==> src/rtl/sreg8_row_sequencer_if.sv <==
// Handshake/strobe bundle between the row sequencer and its environment
// (frame requester, row buffer read port, shift register, butterfly input).
interface sreg8_row_sequencer_if;
    logic       start;
    logic       busy;
    logic       rd_en;
    logic [2:0] rd_addr;
    logic       ren;
    logic       men;
    logic       dout_valid;
    logic [5:0] dout_idx;
    logic       dout_last;
    logic       done;

    modport master (
        input  start,
        output busy, rd_en, rd_addr, ren, men, dout_valid, dout_idx, dout_last, done
    );

    modport slave (
        output start,
        input  busy, rd_en, rd_addr, ren, men, dout_valid, dout_idx, dout_last, done
    );
endinterface

==> src/rtl/sreg8_row_sequencer.sv <==
// Frame sequencer for the 8-lane row shift register: issues 8 row reads,
// drives load/shift strobes and tags the 64 serial output samples.
module sreg8_row_sequencer #(
    parameter int RD_LAT = 1,
    parameter int ROWS   = 8
) (
    input  logic                  clk,
    input  logic                  rst,
    sreg8_row_sequencer_if.master bus
);
    typedef enum logic [1:0] {IDLE, FETCH, DRAIN, DONE} state_t;

    localparam logic [5:0] LAST_ISSUE = 6'((ROWS - 1) * 8);

    state_t            state_q, state_d;
    logic [5:0]        fcnt_q, fcnt_d;
    logic              rd_en_q, rd_en_d;
    logic [2:0]        rd_addr_q, rd_addr_d;
    logic [RD_LAT-1:0] pipe_q;
    logic              ren;
    logic              men_q, men_d;
    logic              valid_q, valid_d;
    logic              last_q, last_d;
    logic [5:0]        idx_q, idx_d;
    logic              busy_q, busy_d;
    logic              done_q, done_d;

    always_ff @(posedge clk) begin
        if (rst) state_q <= IDLE;
        else     state_q <= state_d;
    end

    always_comb begin
        state_d = state_q;
        case (state_q)
            IDLE:    if (bus.start)            state_d = FETCH;
            FETCH:   if (fcnt_q == LAST_ISSUE) state_d = DRAIN;
            DRAIN:   if (last_q)               state_d = DONE;
            DONE:                              state_d = IDLE;
            default:                           state_d = IDLE;
        endcase
    end

    // Decoded from the next state so busy/done come straight from flops.
    always_comb begin
        busy_d = (state_d == FETCH) || (state_d == DRAIN);
        done_d = (state_d == DONE);
    end

    always_comb begin
        fcnt_d    = (state_q == FETCH) ? fcnt_q + 6'd1 : '0;
        rd_en_d   = (state_d == FETCH) && (fcnt_d[2:0] == 3'd0);
        rd_addr_d = rd_en_d ? fcnt_d[5:3] : rd_addr_q;
    end

    assign ren = pipe_q[RD_LAT-1];

    // A load on lane 7 of the previous row continues the index without a bubble.
    always_comb begin
        valid_d = valid_q;
        idx_d   = idx_q;
        if (ren) begin
            valid_d = 1'b1;
            idx_d   = valid_q ? idx_q + 6'd1 : '0;
        end else if (valid_q) begin
            if (idx_q[2:0] == 3'd7) begin
                valid_d = 1'b0;
                idx_d   = '0;
            end else begin
                idx_d = idx_q + 6'd1;
            end
        end
        men_d  = valid_d && (idx_d[2:0] != 3'd7);
        last_d = valid_d && (idx_d == 6'd63);
    end

    always_ff @(posedge clk) begin
        if (rst) begin
            fcnt_q    <= '0;
            rd_en_q   <= 1'b0;
            rd_addr_q <= '0;
            pipe_q    <= '0;
            men_q     <= 1'b0;
            valid_q   <= 1'b0;
            last_q    <= 1'b0;
            idx_q     <= '0;
            busy_q    <= 1'b0;
            done_q    <= 1'b0;
        end else begin
            fcnt_q    <= fcnt_d;
            rd_en_q   <= rd_en_d;
            rd_addr_q <= rd_addr_d;
            pipe_q[0] <= rd_en_q;
            for (int unsigned i = 1; i < RD_LAT; i++) pipe_q[i] <= pipe_q[i-1];
            men_q     <= men_d;
            valid_q   <= valid_d;
            last_q    <= last_d;
            idx_q     <= idx_d;
            busy_q    <= busy_d;
            done_q    <= done_d;
        end
    end

    assign bus.busy       = busy_q;
    assign bus.rd_en      = rd_en_q;
    assign bus.rd_addr    = rd_addr_q;
    assign bus.ren        = ren;
    assign bus.men        = men_q;
    assign bus.dout_valid = valid_q;
    assign bus.dout_idx   = idx_q;
    assign bus.dout_last  = last_q;
    assign bus.done       = done_q;
endmodule

==> src/flat_wrapper.sv <==
// flat-port wrapper written by rule: the top's interface ports become plain ports
module sreg8_row_sequencer_flat 
#(
    parameter int RD_LAT = 1,
    parameter int ROWS   = 8
)
  (clk, rst, bus_start, bus_busy, bus_rd_en, bus_rd_addr, bus_ren, bus_men, bus_dout_valid, bus_dout_idx, bus_dout_last, bus_done);
  sreg8_row_sequencer_if bus_i ();
  input  logic clk;
  input  logic rst;
  input wire logic [$bits(bus_i.start)-1:0] bus_start;
  output wire logic [$bits(bus_i.busy)-1:0] bus_busy;
  output wire logic [$bits(bus_i.rd_en)-1:0] bus_rd_en;
  output wire logic [$bits(bus_i.rd_addr)-1:0] bus_rd_addr;
  output wire logic [$bits(bus_i.ren)-1:0] bus_ren;
  output wire logic [$bits(bus_i.men)-1:0] bus_men;
  output wire logic [$bits(bus_i.dout_valid)-1:0] bus_dout_valid;
  output wire logic [$bits(bus_i.dout_idx)-1:0] bus_dout_idx;
  output wire logic [$bits(bus_i.dout_last)-1:0] bus_dout_last;
  output wire logic [$bits(bus_i.done)-1:0] bus_done;
  assign bus_i.start = bus_start;
  assign bus_busy = bus_i.busy;
  assign bus_rd_en = bus_i.rd_en;
  assign bus_rd_addr = bus_i.rd_addr;
  assign bus_ren = bus_i.ren;
  assign bus_men = bus_i.men;
  assign bus_dout_valid = bus_i.dout_valid;
  assign bus_dout_idx = bus_i.dout_idx;
  assign bus_dout_last = bus_i.dout_last;
  assign bus_done = bus_i.done;
  sreg8_row_sequencer #(.RD_LAT(RD_LAT), .ROWS(ROWS)) u_core (.clk(clk), .rst(rst), .bus(bus_i));
endmodule
==> config.mk <==
export PLATFORM = sky130hd
export DESIGN_NAME = sreg8_row_sequencer_flat
export DESIGN_NICKNAME = d
export VERILOG_FILES = /design/src/rtl/sreg8_row_sequencer_if.sv /design/src/rtl/sreg8_row_sequencer.sv /design/src/flat_wrapper.sv
export SDC_FILE = /design/constraint.sdc
export NUM_CORES = 1
export LEC_CHECK = 0
export BUFFER_PORTS_ARGS = -buffer_cell sky130_fd_sc_hd__buf_4
export CORE_MARGIN = 2
export CORE_UTILIZATION = 31
export DETAILED_ROUTE_END_ITERATION = 10
export GPL_ROUTABILITY_DRIVEN = 1
export GPL_TIMING_DRIVEN = 0
export REMOVE_ABC_BUFFERS = 1
export SKIP_LAST_GASP = 1
export SYNTH_ARGS = -nofsm -noshare
export SYNTH_HDL_FRONTEND = slang
export SYNTH_SLANG_ARGS = --single-unit
==> constraint.sdc <==
create_clock -name clk -period 2.4 [get_ports clk]
set_input_delay 0.12 -clock clk [delete_from_list [all_inputs] [get_ports clk]]
set_output_delay 0.12 -clock clk [all_outputs]
set_load 0.02 [all_outputs]
# Word level (Yosys, flattened, before mapping)
# Cells that the tools add are included.
# classes
addsub	2
n_eq_ne	10
reduce_logical	6
mux	12
# op_table
op	n
$mux 6	5
$add 6x1->6 const B	2
$eq 6x6->1 const B	2
$eq 2x2->1 const B	4
$pmux 2 s4	1
$mux 2	3
$eq 2x1->1 const B	2
$eq 3x3->1 const B	1
$logic_and 1x1->1	3
$logic_not 3->1	1
$mux 1	3
$ne 3x3->1 const B	1
$logic_not 2->1	1
$logic_or 1x1->1	1
# totals
register_bits	24
inputBits	3

# Depth between registers and ports, before layout
# Gate-level depths: netlist (run 1).
# logic_depth
ltp_word	6
depth_mapped	9
depth_no_buf	9

# Least setup slack after synthesis (run 1)
# No wires, ideal clock.
# synth_path
kind	register to register
start	register u_core.idx_q[0] (netlist: u_core.bus.dout_idx[0])
end	register u_core.last_q (netlist: u_core.bus.dout_last)
path_buffers	0
arrival_ns	1.865
setup_slack_ns	0.462
period_less_slack_ns	1.938
stages_incl_launch_ff	7
cell_sequence	dfxtp_1 > ha_1 > ha_1 > nor2b_1 > and2_0 > or4_4 > nor3_2
# synth_via
elab_chain_len	6
word_cells_on_any_way	11
cone_classes	1 x add/sub; 2 x eq/ne; 7 x mux; 1 x reduce/logical
# synth_rtl
item	line	rtl
from (decl)	sreg8_row_sequencer.sv:24	logic [5:0] idx_q, idx_d;
from (signal assigned)	sreg8_row_sequencer.sv:98	idx_q <= idx_d;
$add 6x1->6 / $eq 3x3->1 (equally long branches)	sreg8_row_sequencer.sv:64, sreg8_row_sequencer.sv:70, sreg8_row_sequencer.sv:66	
$mux 6	sreg8_row_sequencer.sv:66	if (idx_q[2:0] == 3'd7) begin
$mux 6	sreg8_row_sequencer.sv:65	end else if (valid_q) begin
$mux 6	sreg8_row_sequencer.sv:62	if (ren) begin
$eq 6x6->1	sreg8_row_sequencer.sv:74	last_d = valid_d && (idx_d == 6'd63);
$logic_and 1x1->1 *	sreg8_row_sequencer.sv:74	
to (signal assigned)	sreg8_row_sequencer.sv:97	last_q <= last_d;
to (decl)	sreg8_row_sequencer.sv:23	logic last_q, last_d;
# Every way passes the cells marked *; elsewhere a longest branch is shown, timed or not.
# A chain may end at the register's enable or synchronous reset.

# Final worst setup path (run 1)
# layout_path
start	register u_core.fcnt_q[0]
end	register u_core.rd_addr_q[0] (netlist: u_core.bus.rd_addr[0])
# layout_via
elab_chain_len	5
word_cells_on_any_way	8
cone_classes	1 x add/sub; 2 x eq/ne; 3 x mux; 2 x reduce/logical
# layout_rtl
item	line	rtl
from (decl)	sreg8_row_sequencer.sv:16	logic [5:0] fcnt_q, fcnt_d;
from (signal assigned)	sreg8_row_sequencer.sv:90	fcnt_q <= fcnt_d;
parallel branches: the longest is 5 deep, another holds $add 6x1->6	--	
to (signal assigned)	sreg8_row_sequencer.sv:92	rd_addr_q <= rd_addr_d;
to (decl)	sreg8_row_sequencer.sv:18	logic [2:0] rd_addr_q, rd_addr_d;
# Several ways; the timed one is not identified.

==> results of run 1 <==
report_power, final:
part | total (mW) | switching (mW) | leakage, nW | internal (mW)
Clock | 0.287 | 0.119 | 0.0279 | 0.169
Combinational | 0.0531 | 0.0311 | 0.336 | 0.0220
Sequential | 0.419 | 0.0113 | 0.195 | 0.408
Total | 0.760 | 0.161 | 0.559 | 0.598
flip-flops by register name (all words and copies together) (netlist names):
register               count
u_core.bus.men             1
u_core.bus.rd_en           1
u_core.bus.dout_valid      1
u_core.bus.done            1
u_core.state_q             2
u_core.bus.rd_addr         3
u_core.fcnt_q              6
u_core.bus.dout_last       1
u_core.bus.dout_idx        6
u_core.bus.busy            1
u_core.bus.ren             1
synthesized netlist by cell type (all sizes together):
| cell | n |
|---|---|
| nand2 | 5 |
| o221ai | 1 |
| clkbuf | 1 |
| nand3 | 7 |
| nand2b | 2 |
| a22oi | 1 |
| and2 | 2 |
| a31o | 1 |
| o21ai | 2 |
| a21oi | 5 |
| nor3 | 3 |
| nand3b | 1 |
| nor2b | 10 |
| xor2 | 3 |
| buf | 1 |
| or3 | 1 |
| nor2 | 14 |
| inv | 8 |
| dfxtp | 24 |
| or4 | 1 |
| a211o | 1 |
| and4b | 1 |
| a22o | 1 |
| o211ai | 1 |
| xnor2 | 1 |
| a32oi | 1 |
| mux2 | 4 |
| nand4 | 1 |
| a31oi | 1 |
| a21boi | 1 |
| ha | 6 |
cell type report:
class,instances,area (sq um),share of cell area (%)
Sequential cell,24,480,37.5
Tap cell,46,57.6,4.50
Clock inverter,1,30.0,2.35
Multi-Input combinational cell,78,524,41.0
Timing Repair Buffer,18,135,10.6
Clock buffer,3,22.5,1.76
Inverter,8,30.0,2.35
cells by family after synthesis:
| logic type | count (synthesis) |
|---|---|
| compound gates | 16 |
| xor+xnor | 4 |
| fa+ha+maj | 6 |
| buf+inv | 10 |
| flops | 24 |
| mux | 4 |
| simple gates | 48 |
metal layers:
metal | track usage, % | vias to the layer above | wire [um]
met3 | 2.48 | 2 | 79
met5 | 0 | - | 0
met4 | 4.56 | 0 | 12
met1 | 16.6 | 388 | 983
met2 | 19.0 | 14 | 948
li1 | - | 421 | -
stage by stage:
step	power [mW]	worst slack (ps)	cells	hold WS, ps
6_report	0.760	377	178	89.4
4_1_cts	0.772	360	178	77.6
2_1_floorplan	0.456	462	110	189
3_3_place_gp	0.480	409	174	424
5_1_grt	0.795	227	178	82.8
3_5_place_dp	0.482	365	174	432
critical path: stages, from the launching register on:
cell     delay, ps
dfxtp_1        360
inv_1           80
ha_1           140
and4b_1        170
nand3_1         90
mux2_2         300
ha_1           200
o21ai_1        220
mux2_2         380
final timing paths:
kind,start,to,depth (start not counted)
hold reg to reg,u_core.bus.rd_en$_SDFF_PP0_,u_core.bus.ren$_SDFF_PP0_,1
hold / removal,rst,u_core.bus.ren$_SDFF_PP0_,2
setup / recovery,u_core.fcnt_q[0]$_SDFF_PP0_,u_core.bus.rd_addr[0]$_SDFFE_PP0P_,8
setup reg to reg,u_core.fcnt_q[0]$_SDFF_PP0_,u_core.bus.rd_addr[0]$_SDFFE_PP0P_,8
==> results.sh, run 1 <==
export IMPL_status="completed"
export IMPL_grt_pass1_vias=779
export IMPL_final_util_pct=39.0
export IMPL_grt_max_degree=16
export IMPL_maxSlewViolCount=0
export IMPL_synth_top_area_share_pct=46.0
export IMPL_yosysWarnings=0
export IMPL_first_pass_iters=4
export IMPL_globalplace_congestion=0.830
export IMPL_critPathRequiredTime_ps=2620
export IMPL_nets=142
export IMPL_netlist_cell_type_count=34
export IMPL_fillers=349
export IMPL_io_buffers=18
export IMPL_hpwl_um=1510
export IMPL_initial_utilization_pct=31.8
export IMPL_max_freq_mhz=494
export IMPL_cts_buffers_inserted=3
export IMPL_post_cts_buffers=0
export IMPL_worst_pin_slew_ps=385
export IMPL_rsz0062_at_grt="false"
export IMPL_synth_xor_area_share_pct=3.36
export IMPL_synth_area_leaders="dfxtp_1 (46%), ha_1 (7.2%), nor2b_1 (6.0%), nor2_1 (5.0%), mux2_2 (4.3%)"
export IMPL_grt_overflow=0
export IMPL_drt_iter0_markers=27
export IMPL_post_route_period_util_pct=84.3
export IMPL_synth_simple_area_share_pct=25.1
export IMPL_hold_class="input pin to flop"
export IMPL_hold_viol=0
export IMPL_cp_arrival_ps=2240
export IMPL_diodes=0
export IMPL_drive_gt1_share_pct=22.7
export IMPL_path_class="flop to flop"
export IMPL_clk_path_buf_depth=2
export IMPL_drt_total_wl_um=2020
export IMPL_synth_largest_area_cell="dfxtp_1"
export IMPL_rows=21
export IMPL_grt_pass1_wl_um=3500
export IMPL_clk_latency_ps=310
export IMPL_synthAdderAreaFrac_pct=7.19
export IMPL_end_kind="flop"
export IMPL_wl_per_cell_um=11.4
export IMPL_drc=0
export IMPL_ir_worst_vdd_v=0.000293
export IMPL_synth_compound_area_share_pct=10.3
export IMPL_area_growth_pct=22.7
export IMPL_htree_levels=1
export IMPL_setup_violations=0
export IMPL_die_area_sq_um=3850
export IMPL_layout_common_cells="dfxtp_1 (24), buf_4 (18), nor2_1 (14)"
export IMPL_ctsHoldBuffers=0
export IMPL_io_pins=19
export IMPL_slew_headroom_pct=74.2
export IMPL_yosysSeqAreaShare_pct=46.0
export IMPL_powerDensity_nw_per_um2=593
export IMPL_fin_area_sq_um=1280
export IMPL_viasPerCell=4.63
export IMPL_layout_commonest_cell="dfxtp_1"
export IMPL_coreArea_sq_um=3280
export IMPL_clock_sinks=24
export IMPL_ctsResizeCount=0
export IMPL_grt_antenna_before_repair=0
export IMPL_syn_area_sq_um=1040
export IMPL_cts_root_buf="clkbuf_4"
export IMPL_cap_viol_max_count=0
export IMPL_postSynthCellCount=112
export IMPL_die_y_um=62.0
export IMPL_p_leak_nw=0.559
export IMPL_dpl_cell_area_sq_um=1230
export IMPL_num_vias=825
export IMPL_cp_max_fo=4
export IMPL_cts_clk_slew_worst_paths_ps=130
export IMPL_synth_area_per_cell_sq_um=9.32
export IMPL_synth_mux_area_share_pct=4.32
export IMPL_ant_nets=0
export IMPL_gr_usage_all_layers_pct=12.2
export IMPL_fin_crit_ps=2020
export IMPL_start_kind="flop"
export IMPL_reg2reg_setup_slack_ps=380
export IMPL_fin_setup_tns_ps=0
export IMPL_skew_ps=7.10
export IMPL_synth_top_family_by_area="simple AND/OR/NAND/NOR gates"
export IMPL_fp_dieW_um=62.0
export IMPL_synth_seq_cells=24
export IMPL_cts_tree="built"
Note: power is estimated with default switching activity, not from simulation.
==> run 2, diff against run 1 <==
Clock period 2.4 ns to 2 ns, I/O delays scaled along.
==> run 2 against run 1 <==
Setup slack worse by 230 ps. Clock power up 19%. Total power up 21%. Combinational power up 41%. Design area up 4.2%. Clock skew down 1.7 ps. Via count up 2.3%. Flip-flop and latch count unchanged. Non-clock buffer count up 3. Maximum frequency up 9.1%. Critical endpoint unchanged. Largest power group unchanged.
==> results.sh, run 2 (synthesis results as in run 1) <==
export IMPL_cts_root_buf="clkbuf_4"
export IMPL_hold_class="input pin to flop"
export IMPL_die_y_um=62.0
export IMPL_drive_gt1_share_pct=29.6
export IMPL_cp_max_fo=4
export IMPL_cts_buffers_inserted=3
export IMPL_wl_met1_um=963
export IMPL_htree_levels=1
export IMPL_path_class="flop to flop"
export IMPL_fin_crit_ps=1860
export IMPL_skew_ps=5.38
export IMPL_whs_ps=71.9
export IMPL_grt_pass1_vias=792
export IMPL_cap_viol_max_count=0
export IMPL_fp_dieW_um=62.0
export IMPL_cp_arrival_ps=2070
export IMPL_die_area_sq_um=3850
export IMPL_cts_tree="built"
export IMPL_highest_layer="met4"
export IMPL_drt_total_wl_um=2070
export IMPL_gr_usage_all_layers_pct=12.3
export IMPL_io_buffers=18
export IMPL_critPathRequiredTime_ps=2220
export IMPL_wl_met2_um=1000
export IMPL_clk_path_buf_depth=2
export IMPL_nets=145
export IMPL_r2r_start="u_core.fcnt_q[0]$_SDFF_PP0_"
export IMPL_ant_nets=0
export IMPL_fin_setup_tns_ps=0
export IMPL_num_vias=844
export IMPL_diodes=0
export IMPL_post_route_period_util_pct=92.8
export IMPL_status="completed"
export IMPL_powerDensity_nw_per_um2=688
export IMPL_area_growth_pct=27.8
export IMPL_min_from="rst"
export IMPL_globalplace_congestion=0.830
export IMPL_maxSlewViolCount=0
export IMPL_grt_pass1_wl_um=3530
export IMPL_ir_worst_vdd_v=0.000354
export IMPL_reg2reg_setup_slack_ps=140
export IMPL_clk_latency_ps=310
export IMPL_slew_headroom_pct=73.4
export IMPL_clock_sinks=24
export IMPL_initial_utilization_pct=31.8
export IMPL_drt_iter0_markers=41
export IMPL_whs_endpoint="u_core.bus.ren$_SDFF_PP0_"
export IMPL_setup_violations=0
export IMPL_viasPerCell=4.66
export IMPL_first_pass_iters=4
export IMPL_io_pins=19
export IMPL_drc=0
export IMPL_rsz0062_at_grt="false"
export IMPL_reg2regPathDepth=8
export IMPL_grt_overflow=0
export IMPL_min_path_cells=2
export IMPL_routed_wl_met3_um=86
export IMPL_cts_clk_slew_worst_paths_ps=130
export IMPL_coreArea_sq_um=3280
export IMPL_p_leak_nw=0.582
export IMPL_hpwl_um=1510
export IMPL_grt_max_degree=16
export IMPL_worst_pin_slew_ps=399
export IMPL_rows=21
export IMPL_grt_antenna_before_repair=0
export IMPL_rr_endpoint="u_core.bus.rd_addr[0]$_SDFFE_PP0P_"
export IMPL_hold_viol=0
export IMPL_wl_per_cell_um=11.4
export IMPL_layout_common_cells="buf_4 (21), dfxtp_1 (21), nor2_1 (14)"
export IMPL_start_kind="flop"
export IMPL_max_freq_mhz=539
export IMPL_end_kind="flop"
## run 2: worst max path at each step
stage                                      start                                 end  slack, ps  cells after the start
6_report             u_core.fcnt_q[0]$_SDFF_PP0_  u_core.bus.rd_addr[0]$_SDFFE_PP0P_        140                      8
5_1_grt              u_core.fcnt_q[0]$_SDFF_PP0_  u_core.bus.rd_addr[0]$_SDFFE_PP0P_         40                      8
4_1_cts        u_core.bus.dout_idx[1]$_SDFF_PP0_     u_core.bus.dout_last$_SDFF_PP0_         10                      6
3_5_place_dp         u_core.fcnt_q[0]$_SDFF_PP0_  u_core.bus.rd_addr[1]$_SDFFE_PP0P_        -30                      8
3_3_place_gp         u_core.fcnt_q[0]$_SDFF_PP0_  u_core.bus.rd_addr[2]$_SDFFE_PP0P_          9                      8
2_1_floorplan  u_core.bus.dout_idx[0]$_SDFF_PP0_     u_core.bus.dout_last$_SDFF_PP0_         60                      6
## run 2: layout make-up
| type | count | area, sq um |
|---|---|---|
| Fill cell | 340 | 1950 |
| Multi-Input combinational cell | 78 | 547 |
| Sequential cell | 24 | 489 |
| Timing Repair Buffer | 21 | 158 |
| Tap cell | 46 | 57.6 |
| Clock inverter | 1 | 30.0 |
| Inverter | 8 | 30.0 |
| Clock buffer | 3 | 22.5 |
## run 2: report_power, final
part	switching [mW]	internal, mW	total, mW	leakage (nW)
sequential	0.0122	0.488	0.500	0.197
combinational	0.0425	0.0323	0.0748	0.357
clock	0.140	0.203	0.342	0.0279
total	0.194	0.723	0.917	0.582
## run 2: metrics by stage
step / std cells / area, sq um / power [mW] / utilization [%] / setup WS, ps
after floorplan: 110 / 1030 / 0.548 / - / 62.0
after global placement: 174 / 1230 / 0.576 / 37.4 / 9.09
after detailed placement: 174 / 1230 / 0.578 / 37.4 / -34.7
after CTS: 178 / 1280 / 0.928 / 39.1 / 12.5
after global routing: 181 / 1330 / 0.963 / 40.6 / 39.6
final: 181 / 1330 / 0.917 / 40.6 / 145
## run 2: critical path: stages (launching register included)
cell and delay [ps]:
dfxtp_2 360, inv_1 70, ha_1 140, and4b_1 170, nand3_1 100, mux2_4 290
ha_2 200, o21ai_4 90, mux2_2 350
## run 2: timing repair
action,CTS,global route
endpoints found under the setup margin,4,4
setup buffers,0,3
endpoints found under the hold margin,0,0
hold buffers,0,0
pin swaps,0,2
resized for setup,2,9
## run 2: routing by layer
| metal | track usage, % | up-vias |
|---|---|---|
| met5 | 0 | - |
| met4 | 4.56 | 0 |
| met3 | 2.48 | 2 |
| met2 | 19.5 | 16 |
| met1 | 16.6 | 398 |
| li1 | - | 428 |
==> run 3, diff against run 2 <==
Settings changed: PLACE_DENSITY_LB_ADDON from default to 0.08.
==> run 3 against run 2 <==
Hold slack got worse by 29 ps. Flip-flop and latch count did not move. Final cell count did not move. Count of clock-buffer cells in the layout rose by 1. Register-to-register slack got worse by 60 ps. Clock power fell by 23%. Setup slack got worse by 58 ps. Wire length fell by 2.5%. Combinational power barely moved. Critical path type unchanged. Largest power group unchanged.
==> results.sh, run 3 (synthesis results as in run 1) <==
export IMPL_io_buffers=18
export IMPL_post_route_period_util_pct=95.7
export IMPL_io_pins=19
export IMPL_ir_worst_vdd_v=0.000255
export IMPL_max_freq_mhz=523
export IMPL_p_int_uw=635
export IMPL_cp_max_fo=5
export IMPL_globalplace_congestion=0.763
export IMPL_slew_headroom_pct=73.8
export IMPL_coreArea_sq_um=3280
export IMPL_diodes=0
export IMPL_clock_sinks=24
export IMPL_fin_setup_tns_ps=0
export IMPL_initial_utilization_pct=31.8
export IMPL_hpwl_um=1460
export IMPL_die_y_um=62.0
export IMPL_nets=145
export IMPL_instances_no_fill=181
export IMPL_hold_viol=0
export IMPL_clk_latency_ps=320
export IMPL_ant_nets=0
export IMPL_wl_per_cell_um=11.1
export IMPL_drt_iter0_markers=35
export IMPL_p_total_uw=839
export IMPL_layout_common_cells="buf_4 (21), dfxtp_1 (21), nor2_1 (14)"
export IMPL_powerDensity_nw_per_um2=640
export IMPL_placed_cells=174
export IMPL_status="completed"
export IMPL_drc=0
export IMPL_grt_overflow=0
export IMPL_start_kind="flop"
export IMPL_cts_buffers_inserted=3
export IMPL_viasPerCell=4.61
export IMPL_skew_ps=7.68
export IMPL_rsz0062_at_grt="false"
export IMPL_power_frac_seq_pct=59.8
export IMPL_fp_dieW_um=62.0
export IMPL_p_comb_share_pct=8.9
export IMPL_p_leak_nw=0.578
export IMPL_grt_pass1_wl_um=3380
export IMPL_htree_levels=1
export IMPL_cts_root_buf="clkbuf_4"
export IMPL_rows=21
export IMPL_whs_ps=43.4
export IMPL_grt_antenna_before_repair=0
export IMPL_fin_crit_ps=1910
export IMPL_cp_arrival_ps=2170
export IMPL_critPathRequiredTime_ps=2260
export IMPL_path_class="flop to flop"
export IMPL_end_kind="flop"
export IMPL_cts_clk_slew_worst_paths_ps=140
export IMPL_cts_tree="built"
export IMPL_p_sw_uw=204
export IMPL_setup_violations=0
export IMPL_maxSlewViolCount=0
export IMPL_clk_path_buf_depth=2
export IMPL_area_growth_pct=25.5
export IMPL_drive_gt1_share_pct=28.1
export IMPL_reg2reg_setup_slack_ps=90
export IMPL_drt_total_wl_um=2010
export IMPL_grt_max_degree=16
export IMPL_sw_frac_of_total_pct=24.3
export IMPL_grt_pass1_vias=749
export IMPL_die_area_sq_um=3850
export IMPL_pwr_share_clk_pct=31.2
export IMPL_gr_usage_all_layers_pct=12.2
export IMPL_first_pass_iters=4
export IMPL_worst_pin_slew_ps=392
export IMPL_cap_viol_max_count=0
export IMPL_num_vias=834
export IMPL_hold_class="input pin to flop"
[run 3: cell types whose count changed in the layout (fill, tap and decap cells not counted)]
| cell | delta |
|---|---|
| nor2b_2 | -1 |
| ha_1 | +1 |
| nor2b_1 | +1 |
| clkbuf_8 | +1 |
| dfxtp_4 | -1 |
| bufinv_16 | -1 |
| dfxtp_2 | +1 |
| ha_2 | -1 |
[run 3: path summary, 6_finish.rpt]
path                                          start  cells past startpoint                           endpoint
setup / recovery  u_core.bus.dout_idx[0]$_SDFF_PP0_                      6    u_core.bus.dout_last$_SDFF_PP0_
hold / removal                                  rst                      2  u_core.bus.dout_idx[0]$_SDFF_PP0_
hold reg to reg         u_core.fcnt_q[0]$_SDFF_PP0_                      1        u_core.fcnt_q[0]$_SDFF_PP0_
setup reg to reg  u_core.bus.dout_idx[0]$_SDFF_PP0_                      6    u_core.bus.dout_last$_SDFF_PP0_
[run 3: area by class of cell]
class                   instances  area [sq um]
multi-input cells              78           542
inverters                       8          30.0
flip-flops and latches         24           487
clock buffers                   4          36.3
repair buffers                 21           158
well taps                      46          57.6
fillers                       348          1970
[run 3: per-layer routing]
layer | routed length (um) | track usage (%) | vias up | share of wire, %
li1 | - | - | 429 | -
met4 | 51 | 7.29 | 0 | 2.5
met2 | 899 | 18.0 | 17 | 45
met5 | 0 | 0 | - | 0
met1 | 948 | 16.2 | 383 | 47
met3 | 115 | 2.69 | 5 | 5.7
[run 3: what timing repair did]
| action | CTS | global route |
|---|---|---|
| endpoints found under the setup margin | 3 | 4 |
| hold buffers | 0 | 0 |
| pin swaps | 0 | 0 |
| hold endpoints to repair | 0 | 0 |
| buffers inserted | 0 | 3 |
| gates resized for setup | 1 | 7 |
[run 3: stage by stage]
step                util [%]  setup slack, ps  cell area [sq um]
global route            39.9             7.19               1310
detailed placement      37.4            -48.8               1230
global placement        37.4            -52.1               1230
finish                  39.9             86.8               1310
CTS                     38.6             17.7               1270
floorplan                  -             62.0               1030
[run 3: power by group through the flow]
stage / registers [mW] / logic [mW] / clock network (mW)
6_report: 0.502 / 0.0749 / 0.262
5_1_grt: 0.504 / 0.0837 / 0.302
4_1_cts: 0.503 / 0.0659 / 0.277
3_5_place_dp: 0.514 / 0.0639 / 0
3_3_place_gp: 0.513 / 0.0640 / 0
2_1_floorplan: 0.521 / 0.0271 / 0
[run 3: critical path, stage by stage, from the launching register on]
cell and delay, ps:
dfxtp_4 380, ha_1 210, ha_1 200, nor2b_1 180, and2_0 170, or4_4 540
nor3_2 170
